### config.mk
export PLATFORM = sky130hd
export DESIGN_NAME = fetch_stage
export DESIGN_NICKNAME = d
export VERILOG_FILES = /design/src/rtl/fetch_stage.sv
export SDC_FILE = /design/constraint.sdc
export NUM_CORES = 1
export LEC_CHECK = 0
export BUFFER_PORTS_ARGS = -buffer_cell sky130_fd_sc_hd__buf_4
export CORE_ASPECT_RATIO = 2
export CORE_MARGIN = 2
export CORE_UTILIZATION = 45
export DETAILED_ROUTE_END_ITERATION = 7
export GPL_TIMING_DRIVEN = 0
export PLACE_DENSITY_LB_ADDON = 0.25
export SKIP_LAST_GASP = 1
export SLEW_MARGIN = 5
export SYNTH_ARGS = -nofsm -noshare
export SYNTH_HDL_FRONTEND = slang
export SYNTH_SLANG_ARGS = --single-unit
### constraint.sdc
create_clock -name clk -period 2.6 [get_ports clk]
set_input_delay 0.39 -clock clk [delete_from_list [all_inputs] [get_ports clk]]
set_output_delay 0.39 -clock clk [all_outputs]
set_load 0.1 [all_outputs]
### src/rtl/fetch_stage.sv
// Instruction fetch stage: PC register plus the IF/ID pipeline register.
// Redirects on jump / taken branch (one squashed slot), holds on Stall, flushes to a bubble.
module fetch_stage #(
  parameter logic [31:0] RESET_PC  = 32'h0000_0000,
  parameter logic [31:0] NOP_INSTR = 32'h0000_0000
) (
  input  logic        clk,
  input  logic        rst,
  output logic [31:0] ImemAddr,
  input  logic [31:0] ImemData,
  input  logic        Stall,
  input  logic        jump,
  input  logic        Branch,
  input  logic        Zero,
  output logic [31:0] PC,
  output logic [31:0] IfIdInstr,
  output logic [31:0] IfIdPCPlus4,
  output logic        IfIdValid,
  output logic [5:0]  Op,
  output logic        Redirect
);

  typedef enum logic [1:0] {
    S_RESET  = 2'd0,
    S_RUN    = 2'd1,
    S_BUBBLE = 2'd2
  } state_e;

  state_e      state_q, state_d;
  logic [31:0] pc_q, pc_d;
  logic [31:0] instr_q, instr_d;
  logic [31:0] pcp4_q, pcp4_d;

  logic [31:0] pc_plus4;
  logic [31:0] br_off;
  logic [31:0] br_tgt;
  logic [31:0] jmp_tgt;
  logic        valid;
  logic        redirect;

  assign pc_plus4 = pc_q + 32'd4;
  assign br_off   = {{14{instr_q[15]}}, instr_q[15:0], 2'b00};
  assign br_tgt   = pcp4_q + br_off;
  assign jmp_tgt  = {pcp4_q[31:28], instr_q[25:0], 2'b00};

  // Only a real instruction in IF/ID may steer the PC; bubbles ignore control inputs.
  assign valid    = (state_q == S_RUN);
  assign redirect = valid & (jump | (Branch & Zero));

  always_comb begin
    state_d = state_q;
    pc_d    = pc_q;
    instr_d = instr_q;
    pcp4_d  = pcp4_q;
    if (redirect) begin
      // Redirect beats Stall: the wrong-path slot is squashed rather than held.
      pc_d    = jump ? jmp_tgt : br_tgt;
      instr_d = NOP_INSTR;
      pcp4_d  = pc_plus4;
      state_d = S_BUBBLE;
    end else if (!Stall) begin
      pc_d    = pc_plus4;
      instr_d = ImemData;
      pcp4_d  = pc_plus4;
      state_d = S_RUN;
    end
  end

  always_ff @(posedge clk) begin
    if (rst) begin
      state_q <= S_RESET;
      pc_q    <= RESET_PC;
      instr_q <= NOP_INSTR;
      pcp4_q  <= RESET_PC;
    end else begin
      state_q <= state_d;
      pc_q    <= pc_d;
      instr_q <= instr_d;
      pcp4_q  <= pcp4_d;
    end
  end

  assign ImemAddr    = pc_q;
  assign PC          = pc_q;
  assign IfIdInstr   = instr_q;
  assign IfIdPCPlus4 = pcp4_q;
  assign IfIdValid   = valid;
  assign Op          = instr_q[31:26];
  assign Redirect    = redirect;

endmodule

## Word level (Yosys, flattened, before mapping)

Index checks and enable logic that the tools add are counted.

| word-level totals | value |
|---|---|
| register bits | 98 |
| bits in latches | 0 |
| bits in writable memories | 0 |
| memory bits (read-only) | 0 |
| input port bits | 38 |
| output and inout bits | 136 |
| logic and storage cells | 19 |
| memories | 0 |

| cells by class | value |
|---|---|
| add/sub/neg operators | 2 |
| $mul | 0 |
| divide/modulo/power cells | 0 |
| order comparisons | 0 |
| eq/ne operators | 2 |
| shift operators | 0 |
| multiplexer cells | 6 |
| bitwise logic cells | 3 |
| reductions and logical operators | 1 |

Operator list:

| kind | number |
|---|---|
| 32-bit two-way mux | 4 |
| 32-bit by 3-bit adder with 32-bit output (second input constant) | 1 |
| 32-bit adder | 1 |
| 2-bit two-way mux | 2 |
| 1-bit bitwise AND | 2 |
| 2-bit by 1-bit == test with 1-bit output (second input constant) | 1 |
| 2-bit by 1-bit != test with 1-bit output (second input constant) | 1 |
| 2-bit OR reduction | 1 |
| 1-bit bitwise OR | 1 |

## Logic depth before layout (Yosys ltp)

| depth | value |
|---|---|
| word-level depth | 4 |
| depth in mapped cells | 10 |
| depth with buffers taken out | 10 |

## Worst setup path after synthesis

OpenSTA, ideal clock, no wires.

| timing path | value |
|---|---|
| path kind | register -> register |
| start point | register state_q[0] |
| end point | register pc_q[18] (netlist: ImemAddr[18]) |
| arrival | 3.627 ns |
| data required time | 2.531 ns |
| setup slack | -1.096 ns |
| cell stages (with the launch flop) | 8 |
| path buffers | 1 |
| clock period less this slack | 3.696 ns |
| cell sequence | dfxtp_1 -> inv_1 -> nor2_1 -> nand2_1 -> inv_1 -> clkbuf_1 -> o21ai_0 -> nor2_1 |

| between the ends | value |
|---|---|
| word-level cells in the longest chain between the ends | 3 |
| elaborated cells between the ends (all ways) | 4 |

RTL lines:

| what | line | RTL |
|---|---|---|
| from (decl) | 29 | `state_e state_q, state_d;` |
| from (signal assigned) | 76 | `state_q <= state_d;` |
| 2-bit by 1-bit == test with 1-bit output (*) | 47 | `assign valid = (state_q == S_RUN);` |
| net IfIdValid | 18 | `output logic IfIdValid,` |
| 1-bit bitwise AND (*) | 48 | `assign redirect = valid & (jump \| (Branch & Zero));` |
| net Redirect | 20 | `output logic Redirect` |
| 2-bit by 1-bit != test with 1-bit output (no line) or 32-bit two-way mux (tied branches) | -- |  |
| to (signal assigned) | 77 | `pc_q <= pc_d;` |
| to (decl) | 30 | `logic [31:0] pc_q, pc_d;` |

The timed path passes the listed nets; every way through them passes the cells marked *.
A chain may end at the register's enable or synchronous reset.

## Final worst setup path

| timing path | value |
|---|---|
| start point | register pcp4_q[2] (netlist: IfIdPCPlus4[2]) |
| end point | register pc_q[28] (netlist: ImemAddr[28]) |

| between the ends | value |
|---|---|
| word-level cells in the longest chain between the ends | 3 |

RTL lines:

| what | line | RTL |
|---|---|---|
| from (decl) | 32 | `logic [31:0] pcp4_q, pcp4_d;` |
| from (signal assigned) | 79 | `pcp4_q <= pcp4_d;` |
| 32-bit adder | 43 | `assign br_tgt = pcp4_q + br_off;` |
| 32-bit two-way mux | 57 | `pc_d = jump ? jmp_tgt : br_tgt;` |
| 32-bit two-way mux | 55 | `if (redirect) begin` |

Every way passes these cells.

==> impl_metrics.yaml <==
sta:
  rsz0062_at_grt: "true"
  skew_ns: 0.0108
  slew-limit-headroom: 0.264
  finalCriticalPeriod_ns: 2.65
  fin_crit_sh: 1.02
  setup_slack_ns: -0.0503
  worstMarginPinSlew_ns: 1.10
  hold_viol_final: 0
  timing.hold.ws_ns: 0.262
  setup-violations-final: 3
  finalMaxSlewViolations: 0
  fmax_ghz: 0.377
pwr:
  powerDensity_nw_per_um2: 592
  leakagePower_uw: 0.00397
  vdd_drop_max_mv: 0.404
route:
  first_pass_iters: 6
  wirelength_um: 23700
  vias_per_cell: 5.76
  wire_per_inst_um: 19.7
  drc: 0
  ant_nets: 0
  vias: 6914
  drt_iter0_markers: 375
clock_network:
  cts-buffers-inserted: 9
  h-tree-depth: 3
  cts_tree: "done"
  clk_path_buf_depth: 2
  clk_pin_slew_worst_paths_ns: 0.08
  numClockSinks: 98
  root_buffer: "clkbuf_16"
  worstSkewPairLatency_ns: 0.36
logic_synthesis:
  avgSynthCellArea_um2: 8.23
  netlist_area_um2: 6610
  syn_nets: 872
  synth.distinct_cells: 70
  ys.flop_type: "dfxtp_1"
  synth_cells: 803
  ys_async_sr_fraction: 0
  ys_seq_area_frac: 0.297
  ys_ff_latch: 98
  synth_warnings: 0
  synth_edf_count: 0
grt:
  grt_antenna_before_repair: 0
  grt_overflow: 0
  grt_max_degree: 19
  grt_pass1_wl_um: 36000
  grt_pass1_vias: 6715
  grt_usage: 0.293
worst_setup_path:
  crit_arrival_ns: 2.91
  slowest_delay_ns: 0.50
  critPathLaunchType: "flop"
  endpoint_kind: "flop"
  crit_slowest_cell: "a2111oi_4"
  cpMostUsedCell: "a2111oi_4"
  rrSetupSlack_ns: -0.05
  worst_ep_required_time_ns: 2.86
  critPathKind: "flop to flop"
  crit_fanout: 3
  worstPathCellList: "ha_4 -> fa_2 -> a21oi_2 -> nand4b_4 -> a2111oi_4 -> nor3_4 -> o31ai_4 -> a2111oi_4 -> or3_1 -> and3_4"
final_layout:
  final_cell_count_no_fill: 1201
  finalInstanceArea_um2: 9110
  final_util: 0.635
  final_cell_mix: "buf_4 (234), nor2_1 (119), nand2_1 (71)"
  fillCellCount: 1301
  drive_above_1_share: 0.390
  layout_commonest_cell: "buf_4"
  area_growth_pct: 37.7
  nNetsFinal: 1073
  num_antenna_cells: 0
status:
  violations: "setup timing"
  outcome: "finished with violations"
min_path:
  hold_path.class: "input port to flop"
floorplanning:
  ios: 174
  num_rows: 62
  core_um2: 14400
  dieWidth_um: 89.7
  die_h_um: 175
  start_util: 0.461
  die_area_um2: 15700
placement:
  placed_cell_area_um2: 8500
  dp_cells: 1167
  gp_congestion: 0.994
  place_hpwl_um: 18200
  portBuffers: 172
job:
  maxCapViolations: 0
[state kept, by name (all words and copies together), names as in the netlist]
name         cells
IfIdInstr       32
IfIdPCPlus4     32
ImemAddr        32
state_q          2
[power by group]
| part | switching (uW) | internal [uW] |
|---|---|---|
| registers | 174 | 1610 |
| logic | 1670 | 613 |
| clock network | 656 | 666 |
[through the flow]
step                setup TNS [ns]  power, uW  worst slack [ns]
detailed placement           -3.92       4030            -0.253
CTS                        -0.0834       5360           -0.0826
finish                      -0.113       5390           -0.0503
global placement             -3.30       4010            -0.229
floorplan                   -0.107       3510           -0.0543
global route                -0.682       5570            -0.122
[per-layer routing]
layer / track usage / vias to the layer above / wire length [um]
li1: - / 3237 / -
met1: 0.293 / 3290 / 8160
met2: 0.566 / 295 / 13100
met3: 0.0390 / 92 / 1110
met4: 0.173 / 0 / 1380
met5: 0 / - / 0
[kinds of logic after synthesis]
family                   share of synthesized area
buffers and inverters                       0.0853
flip-flops                                   0.297
AND/OR/NAND/NOR                              0.203
multiplexers                                0.0674
XOR/XNOR                                    0.0861
AO/OA/AOI/OAI                                0.201
adder cells (fa/ha/maj)                     0.0598
[path summary, 6_finish.rpt]
check | start | end | depth (start not counted)
worst max register to register | IfIdPCPlus4[2]$_SDFFE_PP0P_ | ImemAddr[28]$_SDFFE_PP0P_ | 10
worst max-delay path | IfIdPCPlus4[2]$_SDFFE_PP0P_ | ImemAddr[28]$_SDFFE_PP0P_ | 10
worst min register to register | IfIdPCPlus4[1]$_SDFFE_PP0P_ | ImemAddr[1]$_SDFFE_PP0P_ | 2
worst min-delay path | ImemData[18] | IfIdInstr[18]$_SDFFE_PP0N_ | 3
[area by class of cell]
type / instances / area (um2) / area share
Clock inverter: 7 / 57.6 / 0.00632
Buffer: 84 / 518 / 0.0569
Sequential cell: 98 / 2130 / 0.234
Tap cell: 192 / 240 / 0.0264
Clock buffer: 9 / 225 / 0.0247
Inverter: 12 / 45.0 / 0.00495
Multi-Input combinational cell: 608 / 4450 / 0.489
Timing Repair Buffer: 191 / 1430 / 0.157
[cell usage after synthesis, types with 4 or more instances]
cell      count  area share
and3_1        8      0.0076
a21oi_1      42       0.032
xnor2_1      37       0.049
nor2_1      121       0.069
o211ai_1      8      0.0091
a211oi_1     45       0.051
nand3_1      24       0.018
o21ai_0      24       0.018
buf_4        43       0.049
a311oi_1     11       0.015
inv_1        12      0.0068
xor2_1       28       0.037
nand2b_1      4      0.0038
nor3_1       13      0.0098
nand2_1      71       0.040
mux2i_1      43       0.065
or3_1        10      0.0095
buf_2         4      0.0030
nand4_1       5      0.0047
nor2b_1       6      0.0057
a21o_1        9       0.010
clkbuf_1     30       0.017
ha_1         30       0.057
o21bai_1      4      0.0045
dfxtp_1      98        0.30
[worst max-delay path, delay by kind of cell (launching register included)]
kind                       cells  cell delay [ns]
AOI/OAI and AO/OA              4             1.03
and+or+nand+nor                4             0.82
DFF                            1             0.36
adders and majority gates      2             0.34
[what timing repair did]
| action | in CTS | in global routing |
|---|---|---|
| resized for setup | 19 | 22 |
| setup buffers | 10 | 9 |
| setup endpoints to repair | 11 | 15 |
| hold buffers | 0 | 0 |
| pin swaps | 11 | 19 |
No activity file was read; power rests on OpenSTA's default activity.
